**src/rtl/spi_mem_ctrl_cached.sv**
```systemverilog
// spi_mem_ctrl_cached: SPI READ/WRITE memory controller (1-4 bytes, mode 0, clk/2)
// with a direct-mapped one-word cache serving aligned instruction fetches.
module spi_mem_ctrl_cached #(
  parameter int ADDR_W = 24,
  parameter int CACHE_LINES = 8,
  parameter logic [7:0] CMD_READ = 8'h03,
  parameter logic [7:0] CMD_WRITE = 8'h02
) (
  input  logic              clk,
  input  logic              rst_n,
  input  logic              miso,
  output logic              sclk,
  output logic              mosi,
  output logic              cs,
  input  logic              start_request,
  input  logic              is_write,
  input  logic              is_data_fetch,
  input  logic [2:0]        read_bytes,
  input  logic [ADDR_W-1:0] target_address,
  input  logic [31:0]       write_data,
  output logic [31:0]       fetched_instruction,
  output logic [31:0]       fetched_data,
  output logic              request_done,
  input  logic              cache_flush,
  output logic              cache_hit
);
  localparam int IW = $clog2(CACHE_LINES);
  localparam int LW = ADDR_W - 2;
  localparam int TW = LW - IW;
  localparam int HDR = 8 + ADDR_W;
  localparam int TXW = HDR + 32;
  localparam int BW = $clog2(TXW + 1);
  typedef enum logic [2:0] {IDLE, LOOKUP, CS_SETUP, SHIFT, CS_END, DONE} state_t;
  state_t state_q, state_d;
  logic start_prev_q, start_prev_d, wr_q, wr_d, df_q, df_d, abort_q, abort_d;
  logic cs_q, cs_d, sclk_q, sclk_d, mosi_q, mosi_d, done_q, done_d, hit_q, hit_d;
  logic [1:0] nm1_q, nm1_d;
  logic [ADDR_W-1:0] addr_q, addr_d;
  logic [TXW-1:0] tx_q, tx_d;
  logic [BW-1:0] bit_q, bit_d;
  logic [7:0] byte_q, byte_d;
  logic [31:0] result_q, result_d;
  logic [CACHE_LINES-1:0] valid_q, valid_d;
  logic [TW-1:0] tag_q [CACHE_LINES];
  logic [TW-1:0] tag_d [CACHE_LINES];
  logic [31:0] data_q [CACHE_LINES];
  logic [31:0] data_d [CACHE_LINES];
  logic [LW-1:0] line_s, line_e;
  logic [IW-1:0] idx_s, idx_e;
  logic [TW-1:0] tag_s, tag_e;
  logic carry, hit_s, hit_e, cacheable, data_bit, last_bit;
  logic [31:0] rd_word;
  logic [7:0] byte_in;
  // first and last word lines touched by the request; the end line wraps with the address space
  assign line_s = addr_q[ADDR_W-1:2];
  assign carry = ({1'b0, addr_q[1:0]} + {1'b0, nm1_q}) > 3'd3;
  assign line_e = line_s + LW'(carry);
  assign idx_s = line_s[IW-1:0];
  assign tag_s = line_s[LW-1:IW];
  assign idx_e = line_e[IW-1:0];
  assign tag_e = line_e[LW-1:IW];
  assign hit_s = valid_q[idx_s] && tag_q[idx_s] == tag_s;
  assign hit_e = valid_q[idx_e] && tag_q[idx_e] == tag_e;
  assign cacheable = !wr_q && !df_q && nm1_q == 2'd3 && addr_q[1:0] == 2'd0;
  assign data_bit = bit_q >= BW'(HDR);
  assign last_bit = bit_q == BW'(HDR + 7) + BW'({nm1_q, 3'b000});
  // bytes arrive into the top of result; slide down so byte0 lands in [7:0]
  assign rd_word = result_q >> {~nm1_q, 3'b000};
  assign byte_in = {byte_q[6:0], miso};
  assign sclk = sclk_q;
  assign mosi = mosi_q;
  assign cs = cs_q;
  assign request_done = done_q;
  assign cache_hit = hit_q;
  assign fetched_instruction = (start_request && !df_q && !wr_q) ? result_q : 32'h0;
  assign fetched_data = (start_request && df_q && !wr_q) ? result_q : 32'h0;
  always_comb begin
    state_d = state_q;
    start_prev_d = start_request;
    wr_d = wr_q;
    df_d = df_q;
    nm1_d = nm1_q;
    addr_d = addr_q;
    tx_d = tx_q;
    bit_d = bit_q;
    byte_d = byte_q;
    result_d = result_q;
    abort_d = (state_q == IDLE) ? 1'b0 : abort_q | !start_request;
    cs_d = cs_q;
    sclk_d = sclk_q;
    mosi_d = mosi_q;
    done_d = done_q;
    hit_d = 1'b0;
    valid_d = valid_q;
    tag_d = tag_q;
    data_d = data_q;
    case (state_q)
      IDLE: if (start_request && !start_prev_q) begin
        state_d = LOOKUP;
        wr_d = is_write;
        df_d = is_data_fetch;
        nm1_d = (read_bytes == 3'd0 || read_bytes > 3'd4) ? 2'd3 : 2'(read_bytes - 3'd1);
        addr_d = target_address;
        tx_d = {is_write ? CMD_WRITE : CMD_READ, target_address,
                is_write ? {write_data[7:0], write_data[15:8], write_data[23:16], write_data[31:24]} : 32'h0};
        result_d = 32'h0;
      end
      LOOKUP: if (cacheable && hit_s) begin
        state_d = start_request ? DONE : IDLE;
        result_d = data_q[idx_s];
        hit_d = 1'b1;
        done_d = start_request;
      end else begin
        state_d = CS_SETUP;
        cs_d = 1'b0;
        sclk_d = 1'b0;
        mosi_d = tx_q[TXW-1];
        bit_d = '0;
      end
      CS_SETUP: begin
        state_d = SHIFT;
        sclk_d = 1'b1;
      end
      SHIFT: if (!sclk_q) sclk_d = 1'b1;
      else begin
        sclk_d = 1'b0;
        if (data_bit) byte_d = byte_in;
        if (data_bit && bit_q[2:0] == 3'd7) result_d = {byte_in, result_q[31:8]};
        if (last_bit) begin
          state_d = CS_END;
          cs_d = 1'b1;
          mosi_d = 1'b0;
        end else begin
          bit_d = bit_q + 1'b1;
          tx_d = tx_q << 1;
          mosi_d = tx_q[TXW-2];
        end
      end
      CS_END: begin
        result_d = rd_word;
        state_d = (start_request && !abort_q) ? DONE : IDLE;
        done_d = start_request && !abort_q;
        if (cacheable) begin
          valid_d[idx_s] = 1'b1;
          tag_d[idx_s] = tag_s;
          data_d[idx_s] = rd_word;
        end
        if (wr_q && hit_s) valid_d[idx_s] = 1'b0;
        if (wr_q && hit_e) valid_d[idx_e] = 1'b0;
      end
      DONE: if (!start_request) begin
        state_d = IDLE;
        done_d = 1'b0;
      end
      default: state_d = IDLE;
    endcase
    if (cache_flush) valid_d = '0;
  end
  always_ff @(posedge clk or negedge rst_n) begin
    if (!rst_n) begin
      state_q <= IDLE;
      start_prev_q <= 1'b0;
      wr_q <= 1'b0;
      df_q <= 1'b0;
      abort_q <= 1'b0;
      cs_q <= 1'b1;
      sclk_q <= 1'b0;
      mosi_q <= 1'b0;
      done_q <= 1'b0;
      hit_q <= 1'b0;
      nm1_q <= 2'd0;
      addr_q <= '0;
      tx_q <= '0;
      bit_q <= '0;
      byte_q <= 8'h0;
      result_q <= 32'h0;
      valid_q <= '0;
    end else begin
      state_q <= state_d;
      start_prev_q <= start_prev_d;
      wr_q <= wr_d;
      df_q <= df_d;
      abort_q <= abort_d;
      cs_q <= cs_d;
      sclk_q <= sclk_d;
      mosi_q <= mosi_d;
      done_q <= done_d;
      hit_q <= hit_d;
      nm1_q <= nm1_d;
      addr_q <= addr_d;
      tx_q <= tx_d;
      bit_q <= bit_d;
      byte_q <= byte_d;
      result_q <= result_d;
      valid_q <= valid_d;
    end
  end
  always_ff @(posedge clk) begin
    tag_q <= tag_d;
    data_q <= data_d;
  end
endmodule

```
**config.mk**
```make
export PLATFORM = sky130hd
export DESIGN_NAME = spi_mem_ctrl_cached
export DESIGN_NICKNAME = d
export VERILOG_FILES = /design/src/rtl/spi_mem_ctrl_cached.sv
export SDC_FILE = /design/constraint.sdc
export NUM_CORES = 1
export LEC_CHECK = 0
export ABC_AREA = 1
export ABC_CLOCK_PERIOD_IN_PS = 14140
export CORE_UTILIZATION = 65
export DETAILED_ROUTE_END_ITERATION = 10
export PLACE_DENSITY = 0.85
export SYNTH_ARGS = -nofsm -noshare
export SYNTH_HDL_FRONTEND = slang
export SYNTH_SLANG_ARGS = --single-unit
```
**constraint.sdc**
```tcl
create_clock -name clk -period 14.14 [get_ports clk]
set_input_delay 1.414 -clock clk [delete_from_list [all_inputs] [get_ports clk]]
set_output_delay 1.414 -clock clk [all_outputs]
set_load 0.05 [all_outputs]
```
Word level (Yosys, flattened, before mapping)
Index checks and enable logic that the tools add are counted.

word-level totals
  bits in registers = 564
  input bits = 66
  output and inout bits = 69

operators by class
  $add $sub $neg = 5
  $lt $le $gt $ge = 10
  equality and inequality tests = 18
  shift-type cells = 1
  muxes and demuxes = 72
  bitwise gates (word level) = 9
  reduce and logical (&&, ||, !) cells = 44

operators by type and width
  kind                count
  $mux 32             10
  $bwmux 256          1
  $mux 64             3
  $bwmux 152          1
  $pmux 32 s4         1
  $pmux 64 s2         1
  $bmux 19 s3         2
  $bmux 32 s3         1
  $demux 32 s3        1
  $mux 19             5
  $demux 19 s3        1
  $mux 8              7
  $eq 19x19->1        2
  $shr 32x5->32       1
  $add 22x1->22       1
  $mux 3              7
  $mux 7              3
  $logic_and 1x1->1   18
  $pmux 3 s6          1
  $mux 1              17
  $and 8x8->8         2
  $not 8->8           2
  $reduce_and 4->1    4
  $ne 2x2->1 const B  7
  other kinds (37)    60

Logic depth before layout (Yosys ltp)
  depth in word-level cells = 14
  gate-level depth with buffers = 22

Worst setup path before layout
Ideal clock, no wire load.

  kind = register to register
  start = register nm1_q[0]
  end = register data_q[160] in the netlist's numbering, enable pin
  data arrival time = 6.489 ns
  required time = 13.554 ns
  setup slack = 7.065 ns
  cell stages (with the launch flop) = 8
  path through = dfrtp_1 clkbuf_1 clkbuf_1 clkbuf_1 nand2_1 nor4_1 inv_1 nor4_1

between the ends
  word-level cells in the longest chain between the ends = 4

ends and longest elaborated chain
  element                            RTL line  text
  start: declaration                 37        logic [1:0] nm1_q, nm1_d;
  start signal: assignment           189       nm1_q <= nm1_d;
  $eq 2x2->1                         64        assign cacheable = !wr_q && !df_q && nm1_q == 2'd3 && addr_q[1:0] == 2'd0;
  $logic_and 1x1->1 (2 in series)    64
  $reduce_and 2->1 (no source line)  n/a
  end signal: assignment             200       data_q <= data_d;
  end: declaration                   46        logic [31:0] data_q [CACHE_LINES];

Every way passes these cells.
A chain may end at the register's enable or synchronous reset.

Final worst setup path
  start = input start_request
  end = output fetched_data[19]

between the ends
  word-level cells in the longest chain between the ends = 3

ends and longest elaborated chain
  element                          RTL line  text
  start: declaration               15        input logic start_request,
  $logic_and 1x1->1 (2 in series)  76        assign fetched_data = (start_request && df_q && !wr_q) ? result_q : 32'h0;
  $mux 32                          76
  end: declaration                 22        output logic [31:0] fetched_data,

Every way passes these cells.

==> flow_metrics.py <==
metrics = {
    "clocking": {
        "cts-root-buf": "clkbuf_16",
        "clock_path_buffers": 3,
        "clk_pin_slew_ns": 0.06,
        "clkLatencyLatePin_ns": 0.62,
        "cts_tree": "done",
        "clock_sinks": 564,
        "cts_resized": 0,
        "cts_hold_buf": 0,
        "ctsHtreeMaxLevel": 2,
        "cts_buffers": 55,
        "postCtsSetupBuffers": 0,
    },
    "die": {
        "die_area_um2": 42400,
        "die_y_um": 206,
        "die_x_um": 206,
        "initial_core_util_pct": 66.0,
        "design.core.area_um2": 40900,
        "rows": 74,
        "ios": 135,
    },
    "yosys": {
        "synth_top_area_share_pct": 45.4,
        "synth_most_common_cell": "nand2_1",
        "syn_avg_cell_area_um2": 8.92,
        "yosys-top-cells-area": "edfxtp_1 45%, nand2_1 15%, dfrtp_1 14%",
        "synth_largest_area_cell": "edfxtp_1",
        "yosysUniqueCellTypes": 50,
        "synthTopCellsByCount": "1,083 x nand2_1, 408 x edfxtp_1, 325 x nor2_1",
        "synth_ff_type": "edfxtp_1",
        "ys_ff_latch": 564,
        "synth_edf_count": 408,
        "ys_warn_count": 0,
        "synthesis.nets": 3100,
        "ys_async_sr_fraction_pct": 27.7,
        "synthCells": 3028,
        "ys_seq_area_share_pct": 59.8,
        "netlist_area_um2": 27000,
    },
    "timing": {
        "final.period_utilization_pct": 39.2,
        "max_slew_margin_pct": 14.4,
        "setup_tns_ns": 0,
        "post-route-min-period_ns": 5.55,
        "hold_viol": 0,
        "skew_ns": 0.0260,
        "worst_slew_pin_slew_ns": 1.28,
        "finalSetupViolCount": 0,
        "rsz0062_at_grt": "no",
        "fmax_mhz": 180,
        "drv_slew": 0,
    },
    "setup_path": {
        "cp-end-kind": "output pin",
        "path_delay_family": "buffers and inverters",
        "crit_fanout": 32,
        "worst_r2r_endpoint": "result_q[7]",
        "path_common_cell": "clkdlybuf4s50_1",
        "crit_path_cell_trace": "clkdlybuf4s50_1, nand3_1, nor2_1, clkdlybuf4s50_1",
        "timing.rr.start": "addr_q[2]",
        "crit_buf_inv": 2,
        "reg2regPathDepth": 17,
        "rrSetupSlack_ns": 8.89,
        "cp.required_ns": 12.73,
        "max_stage_delay_ns": 0.85,
        "critPathArrivalTime_ns": 4.13,
        "worstSetupStartpoint": "start_request",
        "cp_slowest_cell": "clkdlybuf4s50_1",
        "startpoint_type": "primary input",
        "crit_type": "primary input to output pin",
    },
    "placement": {
        "dpl.hpwl_mm": 45.7,
        "gp_congestion": 0.955,
        "dpl.cell_count": 3579,
        "numPortBuffers": 134,
    },
    "detailed_routing": {
        "postRouteAntennaNets": 0,
        "finalWirelength_mm": 76.4,
        "first_pass_iters": 7,
        "drtIter0Drc": 2826,
        "drc": 0,
        "wl_per_cell_um": 20.8,
        "vias": 22600,
        "vias_per_cell": 6.13,
    },
    "power": {
        "ir_drop_mv": 0.102,
        "powerDensity_nw_per_um2": 108,
        "leakage_uw": 0.0126,
    },
    "cells_and_area": {
        "drive_gt1_share_pct": 5.40,
        "fin_util_pct": 74.6,
        "nets": 3176,
        "syn_to_final_growth_pct": 13.1,
        "antenna_cells": 0,
        "final_cells": 3682,
    },
    "status": {
        "outcome": "completed",
    },
    "min_path": {
        "min_from": "cs",
        "hold_depth": 2,
        "hold_path.class": "register to register",
        "min_to": "cs",
    },
    "global_routing": {
        "grt_antenna_before_repair": 1,
        "grt_pass1_wl_mm": 117,
        "grt_overflow": 0,
        "grt_pass1_vias": 21900,
        "grtUsageTotal_pct": 36.3,
        "grt_max_degree": 129,
    },
    "job": {
        "maxCapViolations": 0,
    },
}
## placed cells by master, fill, tap and decap left out, types with 4 or more instances in the layout
cell | netlist | final
nand2_1 | 1083 | 1083
edfxtp_1 | 408 | 408
nor2_1 | 325 | 321
inv_1 | 222 | 221
o21ai_0 | 177 | 177
dfrtp_1 | 155 | 154
clkdlybuf4s50_1 | 0 | 133
nand3_1 | 117 | 117
a21oi_1 | 91 | 90
nand4_1 | 57 | 57
clkbuf_16 | 0 | 57
a22oi_1 | 46 | 46
buf_4 | 9 | 42
a31oi_1 | 30 | 30
o21ai_1 | 19 | 19
clkbuf_1 | 95 | 19
a22o_1 | 15 | 15
a221oi_1 | 11 | 11
clkbuf_8 | 0 | 11
nor2_2 | 6 | 10
o22ai_1 | 9 | 9
clkinv_2 | 0 | 9
o31ai_1 | 9 | 9
xor2_1 | 9 | 9
clkinv_1 | 6 | 7
nor3_2 | 0 | 7
nor3_1 | 12 | 5
nand3b_1 | 5 | 5
o211ai_1 | 5 | 5
o21ai_2 | 5 | 5
ha_1 | 6 | 5
xnor2_1 | 4 | 4
or2_2 | 4 | 4
bufinv_16 | 0 | 4
## power breakdown
group | internal [µW] | total (µW) | switching (µW)
clock network | 874 | 1500 | 625
logic | 16.8 | 33.2 | 16.4
registers | 1760 | 1760 | 0.316
## flip-flops by register name, indices dropped and copies added, names as in the netlist
signal / cells
abort_q: 1
addr_q: 24
bit_q: 7
byte_q: 7
cache_hit: 1
cs: 1
data_q: 256
df_q: 1
mosi: 1
nm1_q: 2
request_done: 1
result_q: 32
sclk: 1
start_prev_q: 1
state_q: 3
tag_q: 152
tx_q: 64
valid_q: 8
wr_q: 1
## layer usage
layer / global-route usage [%] / wire length (µm)
met1: 46.0 / 27400
met5: 0 / 0
met2: 59.4 / 36600
met4: 19.6 / 3780
met3: 6.83 / 8630
## per-stage QoR
stage | instance area (µm²) | setup WS (ns) | hold WS [ns] | power, µW
6_report | 30500 | 8.59 | 0.471 | 3290
5_1_grt | 30500 | 8.39 | 0.493 | 3360
4_1_cts | 30500 | 8.62 | 0.473 | 3290
3_5_place_dp | 28700 | 8.63 | 0.463 | 1820
3_3_place_gp | 28700 | 8.80 | 0.452 | 1820
2_1_floorplan | 27000 | 7.06 | 0.449 | 1790
## worst min-delay path, delay by kind of cell, from the launching register on
kind	cells	cell delay, ns
simple gates	2	0.11
flops	1	0.37
## cell families after synthesis
family | share of synthesized area [%]
xor+xnor | 0.625
mux | 0.0787
simple gates | 23.8
buf+inv | 5.90
flops | 59.8
fa+ha+maj | 0.278
compound gates | 9.47
## worst max-delay path by stage
| stage | depth (start not counted) | endpoint |
|---|---|---|
| 2_1_floorplan | 7 | data_q[160] |
| 5_1_grt | 4 | fetched_data[19] |
| 3_5_place_dp | 4 | fetched_data[23] |
| 4_1_cts | 4 | fetched_data[15] |
| 6_report | 4 | fetched_data[19] |
| 3_3_place_gp | 4 | fetched_data[6] |
## area by class of cell
class | instances | area, µm²
Sequential cell | 564 | 16200
Inverter | 232 | 873
Multi-Input combinational cell | 2075 | 9340
Timing Repair Buffer | 176 | 1660
Clock inverter | 16 | 203
Tap cell | 532 | 666
Clock buffer | 87 | 1650
Fill cell | 2712 | 10400
Note: power is estimated with default switching activity, not from simulation.
